===== src/rtl/micro_sequencer_if.sv =====
// micro_sequencer_if: pipeline-register/map-ROM side to sequencer bus; master drives op/cond/targets, slave returns ROM address and stack status
interface micro_sequencer_if #(
  parameter int ADDR_W = 11,
  parameter int COND_N = 8
);
  logic [2:0]                op;
  logic [$clog2(COND_N)-1:0] cond_sel;
  logic                      cond_pol;
  logic [COND_N-1:0]         cond_in;
  logic [ADDR_W-1:0]         branch_addr;
  logic [ADDR_W-1:0]         map_addr;
  logic [ADDR_W-1:0]         addr;
  logic                      stack_full;
  logic                      stack_empty;
  logic                      stack_err;
  modport master (
    output op, cond_sel, cond_pol, cond_in, branch_addr, map_addr,
    input  addr, stack_full, stack_empty, stack_err
  );
  modport slave (
    input  op, cond_sel, cond_pol, cond_in, branch_addr, map_addr,
    output addr, stack_full, stack_empty, stack_err
  );
endinterface


===== src/rtl/micro_sequencer.sv =====
// micro_sequencer: microcode next-address generator with return stack, conditional ops, wait and optional loop counter (USEQ_LOOP_COUNTER_EN)
//   i_clk, i_rst (sync, active-high); io_bus (slave): op, cond_sel, cond_pol, cond_in, branch_addr,
//   map_addr in; addr (combinational), stack_full, stack_empty, stack_err (registered decodes) out
module micro_sequencer #(
  parameter int ADDR_W      = 11,
  parameter int STACK_DEPTH = 4,
  parameter int COND_N      = 8,
  parameter int CNT_W       = 8
) (
  input logic              i_clk,
  input logic              i_rst,
  micro_sequencer_if.slave io_bus
);
  localparam logic [2:0] JUMP = 3'd1, JMAP = 3'd2, CALL = 3'd3, RET = 3'd4, WAIT = 3'd7;
  localparam int SEL_W = $clog2(COND_N);
  localparam int SP_W  = $clog2(STACK_DEPTH + 1);
  localparam int IDX_W = STACK_DEPTH > 1 ? $clog2(STACK_DEPTH) : 1;
  logic [ADDR_W-1:0]     r_upc;
  logic [ADDR_W-1:0]     r_stack [1 << IDX_W];
  logic [SP_W-1:0]       r_sp;
  logic                  r_err;
  logic [(1<<SEL_W)-1:0] w_cin;
  logic                  w_cond, w_full, w_empty, w_call, w_ret, w_rpt, w_hold;
  logic [ADDR_W-1:0]     w_top, w_addr;
  // out-of-range selects land on the zero padding
  always_comb begin
    w_cin = '0;
    w_cin[COND_N-1:0] = io_bus.cond_in;
  end
  assign w_cond  = w_cin[io_bus.cond_sel] ^ io_bus.cond_pol;
  assign w_full  = r_sp == SP_W'(STACK_DEPTH);
  assign w_empty = r_sp == '0;
  assign w_call  = io_bus.op == CALL && w_cond;
  assign w_ret   = io_bus.op == RET && w_cond;
  assign w_hold  = io_bus.op == WAIT && !w_cond;
  assign w_top   = r_stack[IDX_W'(r_sp - SP_W'(1))];
`ifdef USEQ_LOOP_COUNTER_EN
  localparam logic [2:0] LDCT = 3'd5, RPCT = 3'd6;
  logic [CNT_W-1:0] r_cnt;
  always_ff @(posedge i_clk)
    if (i_rst) r_cnt <= '0;
    else if (io_bus.op == LDCT) r_cnt <= io_bus.branch_addr[CNT_W-1:0];
    else if (w_rpt) r_cnt <= r_cnt - CNT_W'(1);
  assign w_rpt = io_bus.op == RPCT && r_cnt != '0;
`else
  assign w_rpt = 1'b0;
`endif
  // a waiting word re-addresses itself: upc already points one past it
  assign w_addr = i_rst ? '0 :
                  (io_bus.op == JUMP && w_cond) || w_call || w_rpt ? io_bus.branch_addr :
                  io_bus.op == JMAP ? io_bus.map_addr :
                  w_ret && !w_empty ? w_top :
                  w_hold ? r_upc - ADDR_W'(1) : r_upc;
  assign io_bus.addr        = w_addr;
  assign io_bus.stack_full  = w_full;
  assign io_bus.stack_empty = w_empty;
  assign io_bus.stack_err   = r_err;
  always_ff @(posedge i_clk) begin
    if (i_rst) begin
      r_upc <= ADDR_W'(1);
      r_sp  <= '0;
      r_err <= 1'b0;
    end else begin
      if (!w_hold) r_upc <= w_addr + ADDR_W'(1);
      if (w_call && !w_full) begin
        r_stack[IDX_W'(r_sp)] <= r_upc;
        r_sp <= r_sp + SP_W'(1);
      end
      if (w_ret && !w_empty) r_sp <= r_sp - SP_W'(1);
      if ((w_call && w_full) || (w_ret && w_empty)) r_err <= 1'b1;
    end
  end
endmodule


===== src/flat_wrapper.sv =====
// flat-port wrapper written by rule: the top's interface ports become plain ports
module micro_sequencer_flat 
#(
  parameter int ADDR_W      = 11,
  parameter int STACK_DEPTH = 4,
  parameter int COND_N      = 8,
  parameter int CNT_W       = 8
)
  (i_clk, i_rst, io_bus_op, io_bus_cond_sel, io_bus_cond_pol, io_bus_cond_in, io_bus_branch_addr, io_bus_map_addr, io_bus_addr, io_bus_stack_full, io_bus_stack_empty, io_bus_stack_err);
  micro_sequencer_if #(.ADDR_W(ADDR_W), .COND_N(COND_N)) io_bus_i ();
  input logic i_clk;
  input logic i_rst;
  input wire logic [$bits(io_bus_i.op)-1:0] io_bus_op;
  input wire logic [$bits(io_bus_i.cond_sel)-1:0] io_bus_cond_sel;
  input wire logic [$bits(io_bus_i.cond_pol)-1:0] io_bus_cond_pol;
  input wire logic [$bits(io_bus_i.cond_in)-1:0] io_bus_cond_in;
  input wire logic [$bits(io_bus_i.branch_addr)-1:0] io_bus_branch_addr;
  input wire logic [$bits(io_bus_i.map_addr)-1:0] io_bus_map_addr;
  output wire logic [$bits(io_bus_i.addr)-1:0] io_bus_addr;
  output wire logic [$bits(io_bus_i.stack_full)-1:0] io_bus_stack_full;
  output wire logic [$bits(io_bus_i.stack_empty)-1:0] io_bus_stack_empty;
  output wire logic [$bits(io_bus_i.stack_err)-1:0] io_bus_stack_err;
  assign io_bus_i.op = io_bus_op;
  assign io_bus_i.cond_sel = io_bus_cond_sel;
  assign io_bus_i.cond_pol = io_bus_cond_pol;
  assign io_bus_i.cond_in = io_bus_cond_in;
  assign io_bus_i.branch_addr = io_bus_branch_addr;
  assign io_bus_i.map_addr = io_bus_map_addr;
  assign io_bus_addr = io_bus_i.addr;
  assign io_bus_stack_full = io_bus_i.stack_full;
  assign io_bus_stack_empty = io_bus_i.stack_empty;
  assign io_bus_stack_err = io_bus_i.stack_err;
  micro_sequencer #(.ADDR_W(ADDR_W), .STACK_DEPTH(STACK_DEPTH), .COND_N(COND_N), .CNT_W(CNT_W)) u_core (.i_clk(i_clk), .i_rst(i_rst), .io_bus(io_bus_i));
endmodule

===== config.mk =====
export PLATFORM = sky130hd
export DESIGN_NAME = micro_sequencer_flat
export DESIGN_NICKNAME = d
export VERILOG_FILES = /design/src/rtl/micro_sequencer_if.sv /design/src/rtl/micro_sequencer.sv /design/src/flat_wrapper.sv
export SDC_FILE = /design/constraint.sdc
export NUM_CORES = 1
export LEC_CHECK = 0
export ABC_AREA = 1
export CAP_MARGIN = 20
export CORE_MARGIN = 5
export CORE_UTILIZATION = 60
export DETAILED_ROUTE_END_ITERATION = 7
export PLACE_DENSITY = 0.86
export SETUP_SLACK_MARGIN = 0.05
export SLEW_MARGIN = 30
export SYNTH_ARGS = -nofsm -noshare
export SYNTH_HDL_FRONTEND = slang
export SYNTH_SLANG_ARGS = --single-unit

===== constraint.sdc =====
create_clock -name i_clk -period 7.4 [get_ports i_clk]
set_clock_uncertainty 0.1 [all_clocks]
set_input_delay 1.48 -clock i_clk [delete_from_list [all_inputs] [get_ports i_clk]]
set_output_delay 1.48 -clock i_clk [all_outputs]
set_load 0.01 [all_outputs]

==> tab_implementation.tex <==
\begin{tabular}{lr}
\hline
Metric & Value \\
\hline
\multicolumn{2}{l}{\textbf{Run status}} \\
Outcome & complete, no violations \\
\multicolumn{2}{l}{\textbf{Power}} \\
Switching power total & 232 uW \\
Pwr per Cell Area & 179 nW/um2 \\
Switching part of the total power & 28.3\% \\
Int Power & 587 uW \\
Max VDD drop & 0.160 mV \\
Power share of the combinational group & 20.2\% \\
Clk network pwr share & 34.1\% \\
Sequential fraction of design power & 45.7\% \\
Leakage power & 0.00208 uW \\
\multicolumn{2}{l}{\textbf{Synth}} \\
Yosys reg bits & 59 \\
Top FF cell, synth & sky130\_fd\_sc\_hd\_\_edfxtp\_1 \\
Netlist Area Pre-Place & 3860 um2 \\
Mapped Cells & 485 \\
EDFF count, synth & 44 \\
Net count of the mapped netlist & 532 \\
Fraction of synthesis flops using an asynchronous set or reset pin & 0\% \\
Proportion of synthesized chip area in sequential cells & 42.0\% \\
Avg Cell Area, Syn & 7.96 um2 \\
Total number of yosys warnings & 0 \\
Unique cell type count in the Yosys netlist & 44 \\
\multicolumn{2}{l}{\textbf{Global route}} \\
Maximum number of pins on one net before global-route repair & 29 \\
Vias in the first global route & 3195 \\
GRT Resource Usage Total & 22.3\% \\
Overall overflow remaining after global route & 0 \\
Wire length of the first global-routing pass & 14.7 mm \\
Number of antenna violations at the first check in global routing & 0 \\
\multicolumn{2}{l}{\textbf{Floorplan}} \\
Initial Util & 61.2\% \\
Die Y-Extent & 90.2 um \\
Placeable core area & 6310 um2 \\
I/O pin count & 53 \\
Die width & 90.2 um \\
Count of standard-cell rows & 29 \\
Die area & 8140 um2 \\
\multicolumn{2}{l}{\textbf{Timing}} \\
Peak clock frequency supported by timing & 0.171 GHz \\
Final Hold Vio Count & 0 \\
Unrepaired setup endpoints after global routing & no \\
Final clock period utilization by the worst path & 79.0\% \\
Final Max Tran Viols & 0 \\
Number of failing setup endpoints in the final timing report & 0 \\
Total negative setup slack & 0 ns \\
Slew HR & 37.7\% \\
Final critical-path required period & 5.84 ns \\
Measured slew at the worst slew-check pin & 0.931 ns \\
\multicolumn{2}{l}{\textbf{Critical path}} \\
Critical Path Start Type & input port \\
FF-to-FF setup slack & 3.26 ns \\
Critical Path Start & io\_bus\_op[0] \\
Worst setup path endpoint & io\_bus\_addr[0] \\
Kind of capture point of the worst setup path & output port \\
Required time of the worst setup path & 5.82 ns \\
Category of the most critical setup path & in2out \\
Depth of the worst register-to-register path & 22 \\
Arrival time of the worst setup path & 4.26 ns \\
Largest fanout on the critical path & 23 \\
Beginning of the worst register-to-register path & u\_core.r\_sp[0]\$\_SDFFE\_PP0P\_ \\
Reg2reg end & u\_core.r\_upc[8]\$\_SDFFE\_PP0N\_ \\
\multicolumn{2}{l}{\textbf{Detailed routing}} \\
Wire length on met1 & 3.81 mm \\
DRT antenna net count & 0 \\
Residual DRC count & 0 \\
Met3 wire length & 571 um \\
Avg WL per Cell & 14.8 um \\
Initial DRC Count & 274 \\
Top sig layer & met4 \\
Total length of routed wires & 9.07 mm \\
First-pass detailed-route iteration total & 4 \\
Total vias in the final route & 3348 \\
Avg Vias per Cell & 5.44 \\
Length of routed met2 wiring & 4.44 mm \\
\multicolumn{2}{l}{\textbf{Clock tree}} \\
Number of cells upsized or downsized after cts & 0 \\
Clk sinks & 59 \\
Number of setup buffers added after CTS & 0 \\
Clock tree buffer depth & 2 \\
CTS tree & yes \\
Latest clock arrival within the worst-skew pair & 0.34 ns \\
Post-CTS Hold Buffers & 0 \\
H-tree level count & 3 \\
CTS Buf Count & 9 \\
Register clock-pin slew on the reported worst setup and hold paths & 0.07 ns \\
Root buffer cell & sky130\_fd\_sc\_hd\_\_clkbuf\_8 \\
\multicolumn{2}{l}{\textbf{Cells and area}} \\
Post-layout nets & 580 \\
Share of post-route cells with drive strength above 1 & 12.6\% \\
Final standard cell area without fillers & 4580 um2 \\
Fraction of the core area covered by cells at the end of the flow & 72.6\% \\
Antenna diode instance count & 0 \\
Area overhead of the layout relative to synthesis & 18.6\% \\
\multicolumn{2}{l}{\textbf{Job}} \\
Number of maximum-capacitance violations & 0 \\
\multicolumn{2}{l}{\textbf{Place}} \\
DPL Wire Length & 6.63 mm \\
Routability congestion estimate & 0.929 \\
Cell area after placement & 4390 um2 \\
Port Buffers & 52 \\
\multicolumn{2}{l}{\textbf{Hold path}} \\
Kind of path behind the tightest hold check & reg2reg \\
Hold Crit Depth & 2 \\
\hline
\end{tabular}
[worst max-delay path, cell delays in order]
cell	delay, ns
sky130_fd_sc_hd__clkdlybuf4s50_1	0.63
sky130_fd_sc_hd__inv_2	0.08
sky130_fd_sc_hd__nor3_4	0.31
sky130_fd_sc_hd__nand3_2	0.39
sky130_fd_sc_hd__inv_2	0.31
sky130_fd_sc_hd__nand2_1	0.08
sky130_fd_sc_hd__nand3_1	0.07
sky130_fd_sc_hd__nand2_1	0.06
sky130_fd_sc_hd__nand2_1	0.05
sky130_fd_sc_hd__nand2_1	0.05
sky130_fd_sc_hd__nand2_2	0.10
sky130_fd_sc_hd__inv_1	0.14
sky130_fd_sc_hd__clkdlybuf4s50_1	0.51
[synthesized netlist by cell type (9+ instances only)]
library cell / instances / area share (%)
sky130_fd_sc_hd__dfxtp_1: 15 / 7.8
sky130_fd_sc_hd__nand2_1: 128 / 12
sky130_fd_sc_hd__nand3_1: 26 / 3.4
sky130_fd_sc_hd__buf_2: 9 / 1.2
sky130_fd_sc_hd__nor2_1: 26 / 2.5
sky130_fd_sc_hd__inv_1: 70 / 6.8
sky130_fd_sc_hd__o21ai_0: 23 / 3.0
sky130_fd_sc_hd__nand4_1: 15 / 2.4
sky130_fd_sc_hd__xor2_1: 12 / 2.7
sky130_fd_sc_hd__edfxtp_1: 44 / 34
sky130_fd_sc_hd__a21oi_1: 20 / 2.6
sky130_fd_sc_hd__inv_2: 11 / 1.1
[final cells by class]
| type | count | area [um2] |
|---|---|---|
| flip-flops and latches | 59 | 1620 |
| multi-input cells | 324 | 1820 |
| repair buffers | 55 | 543 |
| clock inverters | 5 | 53.8 |
| clock buffers | 11 | 131 |
| inverters | 84 | 315 |
| fillers | 477 | 1730 |
| well taps | 77 | 96.3 |
[worst min-delay path by stage]
stage / startpoint / end / slack [ns]
2_1_floorplan: u_core.r_sp[1]$_SDFFE_PP0P_ / u_core.r_sp[1]$_SDFFE_PP0P_ / 0.38
3_3_place_gp: u_core.io_bus.stack_err$_SDFFE_PP0P_ / u_core.io_bus.stack_err$_SDFFE_PP0P_ / 0.36
3_5_place_dp: u_core.io_bus.stack_err$_SDFFE_PP0P_ / u_core.io_bus.stack_err$_SDFFE_PP0P_ / 0.36
4_1_cts: u_core.io_bus.stack_err$_SDFFE_PP0P_ / u_core.io_bus.stack_err$_SDFFE_PP0P_ / 0.38
5_1_grt: u_core.io_bus.stack_err$_SDFFE_PP0P_ / u_core.io_bus.stack_err$_SDFFE_PP0P_ / 0.41
6_report: u_core.io_bus.stack_err$_SDFFE_PP0P_ / u_core.io_bus.stack_err$_SDFFE_PP0P_ / 0.38
[stage by stage]
step | instances | setup slack (ns) | hold slack [ns] | total power [uW]
CTS | 615 | 1.56 | 0.384 | 821
finish | 615 | 1.56 | 0.378 | 820
global placement | 599 | 1.67 | 0.360 | 541
detailed placement | 599 | 1.58 | 0.362 | 545
floorplan | 485 | 3.01 | 0.375 | 487
global route | 615 | 1.32 | 0.414 | 858
[layout by cell type (no fill, tap or decap), types with 3 or more instances in the layout]
cell type	Yosys	routed
sky130_fd_sc_hd__o21bai_1	4	4
sky130_fd_sc_hd__clkbuf_8	0	9
sky130_fd_sc_hd__clkdlybuf4s50_1	0	52
sky130_fd_sc_hd__nand2_4	3	3
sky130_fd_sc_hd__inv_2	11	11
sky130_fd_sc_hd__nand3_2	7	7
sky130_fd_sc_hd__dfxtp_1	15	15
sky130_fd_sc_hd__or2_2	3	3
sky130_fd_sc_hd__a32o_1	5	5
sky130_fd_sc_hd__a21oi_1	20	20
sky130_fd_sc_hd__buf_4	1	3
sky130_fd_sc_hd__xor2_1	12	12
sky130_fd_sc_hd__edfxtp_1	44	44
sky130_fd_sc_hd__nor2_2	4	7
sky130_fd_sc_hd__nand4_1	15	15
sky130_fd_sc_hd__nor2_1	26	23
sky130_fd_sc_hd__nand3_1	26	26
sky130_fd_sc_hd__nand2_1	128	128
sky130_fd_sc_hd__inv_1	70	70
sky130_fd_sc_hd__clkinv_1	3	4
sky130_fd_sc_hd__nor3_1	4	4
sky130_fd_sc_hd__nand2_2	8	8
sky130_fd_sc_hd__a21oi_4	3	3
sky130_fd_sc_hd__ha_1	8	8
sky130_fd_sc_hd__o21ai_0	23	23
[power by group through the flow]
stage	clock network, uW	logic, uW	registers, uW
4_1_cts	282	165	375
2_1_floorplan	0	109	378
3_5_place_dp	0	163	382
5_1_grt	298	184	376
3_3_place_gp	0	160	381
6_report	280	165	375
[routing by layer]
layer	GRT usage (%)	up-vias
met1	28.2	1537
met2	36.6	121
met4	9.06	0
met3	5.43	19
li1	-	1671
met5	0	-
[state kept, by name, indices dropped and copies added, names as in the netlist]
| signal | flops |
|---|---|
| u_core.io_bus.stack_err | 1 |
| u_core.r_sp | 3 |
| u_core.r_upc | 11 |
| u_core.r_stack | 44 |
[kinds of logic after synthesis]
family | after synthesis | share of synthesized area [%]
AND/OR/NAND/NOR | 237 | 30.4
AO/OA/AOI/OAI | 67 | 11.3
buffers and inverters | 102 | 11.1
flip-flops | 59 | 42.0
adder cells (fa/ha/maj) | 8 | 2.59
XOR/XNOR | 12 | 2.72
Note: power is estimated with default switching activity, not from simulation.
